**src/rtl/pipeline_pkg.sv**
```systemverilog
// Shared pipeline encodings for the hazard controller.
// State enum, result-select load code and forward selects.
package pipeline_pkg;

  typedef enum logic {
    RUN      = 1'b0,
    MEM_WAIT = 1'b1
  } state_e;

  localparam logic [1:0] RES_LOAD = 2'b01;

  localparam logic [1:0] FWD_RF  = 2'b00;
  localparam logic [1:0] FWD_WB  = 2'b01;
  localparam logic [1:0] FWD_MEM = 2'b10;

endpackage

```
**src/rtl/forward_unit.sv**
```systemverilog
// Operand bypass select for one execute-stage source.
// Memory-stage producer beats writeback; x0 never forwards.
module forward_unit
  import pipeline_pkg::*;
(
  input  logic [4:0] rs_i,
  input  logic [4:0] rd_m_i,
  input  logic       we_m_i,
  input  logic [4:0] rd_w_i,
  input  logic       we_w_i,
  output logic [1:0] fwd_o
);

  // pick the youngest producer of rs_i
  always_comb begin
    fwd_o = FWD_RF;
    if (we_m_i && rd_m_i != 5'd0 && rd_m_i == rs_i)
      fwd_o = FWD_MEM;
    else if (we_w_i && rd_w_i != 5'd0 && rd_w_i == rs_i)
      fwd_o = FWD_WB;
  end

endmodule

```
**src/rtl/hazard_ctrl.sv**
```systemverilog
// Pipeline hazard controller: memory-miss stall FSM,
// load-use stall, branch flush and operand forwarding.
module hazard_ctrl
  import pipeline_pkg::*;
#(
  parameter int DATA_WIDTH  = 32,
  parameter int MEM_TIMEOUT = 255,
  parameter int CNT_WIDTH   = 16
) (
  input  logic                 clk,
  input  logic                 rst_n,
  input  logic [4:0]           rs1D,
  input  logic [4:0]           rs2D,
  input  logic [4:0]           rs1E,
  input  logic [4:0]           rs2E,
  input  logic [4:0]           RdE,
  input  logic                 RegWriteE,
  input  logic [1:0]           ResultSrcE,
  input  logic                 PCSrcE,
  input  logic [4:0]           RdM,
  input  logic [4:0]           RdW,
  input  logic                 RegWriteM,
  input  logic                 RegWriteW,
  input  logic                 mem_req_M,
  input  logic                 mem_ready,
  output logic                 StallPC,
  output logic                 StallF,
  output logic                 StallD,
  output logic                 StallE,
  output logic                 StallM,
  output logic                 FlushF,
  output logic                 FlushD,
  output logic                 FlushM,
  output logic [1:0]           ForwardAE,
  output logic [1:0]           ForwardBE,
  output logic                 mem_err,
  output logic [CNT_WIDTH-1:0] stall_cnt
);

  localparam int WW = (MEM_TIMEOUT < 1) ? 1
                    : $clog2(MEM_TIMEOUT + 1);
  localparam logic [WW-1:0] TO = WW'(MEM_TIMEOUT);

  // datapath width is reserved; only sanity-checked
  if (DATA_WIDTH < 1) begin : g_dw_chk
    $error("DATA_WIDTH must be positive");
  end

  state_e               state_q, state_d;
  logic [WW-1:0]        wait_q, wait_d;
  logic                 err_q, err_d;
  logic [CNT_WIDTH-1:0] cnt_q, cnt_d;
  logic                 mem_stall;
  logic                 load_use;

  // RegWriteE does not qualify load-use: a load always writes
  logic unused_ok;
  assign unused_ok = RegWriteE;

  assign load_use = (ResultSrcE == RES_LOAD) &&
                    (RdE != 5'd0) &&
                    (RdE == rs1D || RdE == rs2D);

  // next state, wait counter, sticky error
  always_comb begin
    state_d   = state_q;
    wait_d    = wait_q;
    err_d     = err_q;
    mem_stall = 1'b0;
    unique case (state_q)
      RUN: begin
        wait_d = '0;
        if (mem_req_M && !mem_ready) begin
          state_d   = MEM_WAIT;
          mem_stall = 1'b1;
        end
      end
      MEM_WAIT: begin
        if (mem_ready || wait_q == TO) begin
          state_d = RUN;
          wait_d  = '0;
          if (!mem_ready) err_d = 1'b1;
        end else begin
          wait_d    = wait_q + WW'(1);
          mem_stall = 1'b1;
        end
      end
    endcase
  end

  // stall/flush outputs: miss > branch > load-use
  always_comb begin
    StallPC = 1'b0;
    StallF  = 1'b0;
    StallD  = 1'b0;
    StallE  = 1'b0;
    StallM  = 1'b0;
    FlushF  = 1'b0;
    FlushD  = 1'b0;
    FlushM  = 1'b0;
    if (!rst_n) begin
      StallPC = 1'b0;
    end else if (mem_stall) begin
      StallPC = 1'b1;
      StallF  = 1'b1;
      StallD  = 1'b1;
      StallE  = 1'b1;
      StallM  = 1'b1;
      FlushM  = 1'b1;
    end else if (PCSrcE) begin
      FlushF  = 1'b1;
      FlushD  = 1'b1;
    end else if (load_use) begin
      StallPC = 1'b1;
      StallF  = 1'b1;
      FlushD  = 1'b1;
    end
  end

  // saturating stall-cycle counter
  always_comb begin
    cnt_d = cnt_q;
    if (StallPC && cnt_q != '1)
      cnt_d = cnt_q + CNT_WIDTH'(1);
  end

  // state, counters and error flag
  always_ff @(posedge clk) begin
    if (!rst_n) begin
      state_q <= RUN;
      wait_q  <= '0;
      err_q   <= 1'b0;
      cnt_q   <= '0;
    end else begin
      state_q <= state_d;
      wait_q  <= wait_d;
      err_q   <= err_d;
      cnt_q   <= cnt_d;
    end
  end

  assign mem_err   = err_q;
  assign stall_cnt = cnt_q;

  forward_unit u_fwd_a (
    .rs_i   (rs1E),
    .rd_m_i (RdM),
    .we_m_i (RegWriteM),
    .rd_w_i (RdW),
    .we_w_i (RegWriteW),
    .fwd_o  (ForwardAE)
  );

  forward_unit u_fwd_b (
    .rs_i   (rs2E),
    .rd_m_i (RdM),
    .we_m_i (RegWriteM),
    .rd_w_i (RdW),
    .we_w_i (RegWriteW),
    .fwd_o  (ForwardBE)
  );

endmodule

```
**config.mk**
```make
export PLATFORM = sky130hd
export DESIGN_NAME = hazard_ctrl
export DESIGN_NICKNAME = d
export VERILOG_FILES = /design/src/rtl/pipeline_pkg.sv /design/src/rtl/forward_unit.sv /design/src/rtl/hazard_ctrl.sv
export SDC_FILE = /design/constraint.sdc
export NUM_CORES = 1
export LEC_CHECK = 0
export BUFFER_PORTS_ARGS = -buffer_cell sky130_fd_sc_hd__clkbuf_2
export CAP_MARGIN = 20
export CORE_AREA = 2 2 67 56
export CTS_BUF_LIST = sky130_fd_sc_hd__clkbuf_4 sky130_fd_sc_hd__clkbuf_8
export DETAILED_ROUTE_END_ITERATION = 8
export DIE_AREA = 0 0 69 58
export GPL_TIMING_DRIVEN = 0
export PLACE_DENSITY_LB_ADDON = 0.08
export SLEW_MARGIN = 20
export SYNTH_ARGS = -nofsm -noshare
export SYNTH_HDL_FRONTEND = slang
export SYNTH_SLANG_ARGS = --single-unit
```
**constraint.sdc**
```tcl
create_clock -name clk -period 3.8 [get_ports clk]
set_clock_uncertainty 0.2 [all_clocks]
set_input_delay 0 -clock clk [delete_from_list [all_inputs] [get_ports clk]]
set_output_delay 0 -clock clk [all_outputs]
set_load 0.005 [all_outputs]
```
==> out/qor.txt <==
Detailed Place HPWL - 3.129 mm
H-tree lvl count - 1
Fmax - 0.3946 GHz
Yosys reg bits - 26
Final setup TNS - 0 ns
Port bufs - 72
Top cell type's share of synthesized area - 0.3130
First-pass GRT wire length - 6.603 mm
Core area - 3328 sq um
Area of the multi-input gates - 1051 sq um
Final #Nets - 334
I/O pin count - 74
CP Buf/Inv Count - 2
CTS root buffer - clkbuf_8
Die height - 58 microns
Cell area power density - 274.5 nW/um^2
Crit-path max FO - 10
CTS Buf Count - 3
Crit share post-route - 0.6670
FP Rows - 19
Delay-heaviest family, CP - simple AND/OR/NAND/NOR gates
Hold Fails Final Rpt - 0
Sequential-to-total area share from yosys stat - 0.3130
Largest net degree at the start of global routing - 16
CTS tree - yes
Vias in the first global route - 1,492
Area growth, synth to finish - 31.53%
Critical Path RT - 3.78 ns
Post-synth top cells - dfxtp_1 (26), xor2_1 (25), nor2_1 (23)
Internal cell power - 463.6 uW
Routed WL - 3.894 mm
Post-synthesis cell type count - 41
Crit-path slowest cell - nor4_1
RSZ-0062 raised after global routing - no
Final setup violation count - 0
Worst path cell trace - ha_1 -> nand3_2 -> nor4_1 -> or4_4 -> o31a_1 -> buf_6 -> buf_2 -> nor3_1 -> o221a_1
Status - complete, no violations
Psw - 136.7 uW
First-pass DRT Iterations - 4
Kind of critical path - reg -> reg
Max Root-Sink Buffers - 2
Final instance area - 2187 sq um
FFs w/ async S/R, synth - 0
Worst Setup Start Kind - flip-flop
GPL Wtd Cong - 0.7926
Residual DRC - 0
Avg Vias per Cell - 5.256
Cell Area, Placed - 2076 sq um
Clk pwr share - 0.381
Antenna Cells - 0
Vias - 1,724
Slew margin rel. - 0.6636
Arrival @ worst endpoint - 2.51 ns
Synthesized area - 1663 sq um
Fillers - 310
Synth warn - 0
Total global routing track utilization - 0.2004
Leak - 0.9470 nW
Crit path time final - 2.534 ns
Delay of the slowest cell on the worst path - 0.49 ns
Post-route ant nets - 0
EDFF count, synth - 0
Clk_lat worst skew - 0.28 ns
Clock Pin Slew Worst Setup and Hold Paths - 0.09 ns
Internal reg-to-reg setup slack - 1.27 ns
VDD IR-drop max - 153.1 uV
Worst Tran Pin Value - 0.5000 ns
MaxCap Viol Count - 0
Die area - 4002 sq um
Sw Share - 0.2277
Count leader, synth - dfxtp_1
Cell taking the most area after synthesis - dfxtp_1
Slew Viols, Final - 0
Total gr overflow - 0
Top FF cell, synth - dfxtp_1
Sequential share of power - 0.459
Register area - 520.5 sq um
Worst Setup End Kind - flip-flop
Die X - 69 microns
Comb power frac - 0.160
Layout cell share with drive strength beyond 1 - 0.3007
Initial antenna violation count - 0
Hold Crit Class - in -> reg
Initial core utilization - 0.4996
Top post-synthesis cells by area - dfxtp_1 (31%), xor2_1 (13%), xnor2_1 (5.8%)
Sink Count - 26
Syn_nets - 253
DR iter-0 viols - 117
Syn Area/Cell - 8.072 sq um
Post-Syn Instances - 206
WL per Instance - 11.87 microns
[state kept, by name, indices dropped and copies added (netlist names)]
name	cells
stall_cnt	16
state_q	1
wait_q	8
mem_err	1
[cell type report]
class | instances | share of cell area
Multi-Input combinational cell | 162 | 0.4805
Sequential cell | 26 | 0.2380
Timing Repair Buffer | 76 | 0.1831
Buffer | 8 | 0.02460
Tap cell | 42 | 0.02403
Clock buffer | 3 | 0.01888
Inverter | 10 | 0.01716
Clock inverter | 1 | 0.01373
[stage by stage]
stage	power [mW]	instances	worst slack (ns)	hold WS, ns	utilization
floorplan	0.3292	206	1.488	-0.1082	-
global placement	0.3744	320	1.382	0.1072	0.6237
detailed placement	0.3753	320	1.319	0.09989	0.6237
CTS	0.6073	328	1.294	0.07296	0.6571
global route	0.6302	328	1.099	0.1467	0.6571
finish	0.6003	328	1.266	0.07199	0.6571
[worst min-delay path, stage by stage]
cell and delay, ns:
clkbuf_2 0.09, inv_1 0.04, nand2_1 0.07, nor4_1 0.06
o2111ai_1 0.19, a21oi_1 0.06
[metal layers]
| metal | wire length, microns | GRT usage | part of all wire |
|---|---|---|---|
| met3 | 206 | 0.05043 | 0.053 |
| met1 | 1880 | 0.2630 | 0.48 |
| met5 | 0 | 0 | 0 |
| met2 | 1755 | 0.3352 | 0.45 |
| met4 | 52 | 0.05042 | 0.013 |
[cells in the final DEF (no fill, tap or decap), drive strengths merged, types with 2 or more instances in the layout]
cell type / Yosys / routed
a21oi: 7 / 7
or2b: 2 / 2
o2111ai: 2 / 2
o221a: 2 / 2
nor2: 23 / 23
nand2: 17 / 17
nor4: 6 / 6
nor3: 8 / 8
ha: 2 / 2
inv: 9 / 9
o31ai: 4 / 4
or4: 8 / 8
xnor2: 11 / 11
buf: 6 / 6
nand4: 2 / 2
and3: 2 / 2
clkbuf: 2 / 77
dlygate4sd3: 0 / 4
dfxtp: 26 / 26
xor2: 25 / 25
mux2i: 5 / 5
o21ai: 6 / 6
nand3: 16 / 16
or3: 2 / 2
[worst paths after layout]
check	from	depth (start not counted)	endpoint
max	wait_q[0]	9	stall_cnt[14]
min	PCSrcE	6	stall_cnt[9]
min reg2reg	wait_q[0]	1	wait_q[0]
max reg2reg	wait_q[0]	9	stall_cnt[14]
[cells by family (layout without fill, tap and decap cells)]
kind of cell               count (synthesis)  in the layout  synth area share
and+or+nand+nor                           92             92            0.2852
muxes                                      5              5           0.03010
adders and majority gates                  2              2           0.01505
AOI/OAI and AO/OA                         27             27            0.1121
buffers and inverters                     18             98           0.05493
DFF                                       26             26            0.3130
xor gates and xnor gates                  36             36            0.1896
[power by group through the flow]
stage	logic (mW)	clock network, mW	registers (mW)
2_1_floorplan	0.0477	0	0.282
3_3_place_gp	0.0927	0	0.282
3_5_place_dp	0.0935	0	0.282
4_1_cts	0.0965	0.235	0.275
5_1_grt	0.107	0.247	0.276
6_report	0.0960	0.229	0.275
[timing repair]
item,4_1_cts,5_1_grt
setup buffers,0,0
hold buffers,4,0
endpoints found under the hold margin,12,0
resized for setup,0,0
(Power assumes the default switching activity.)
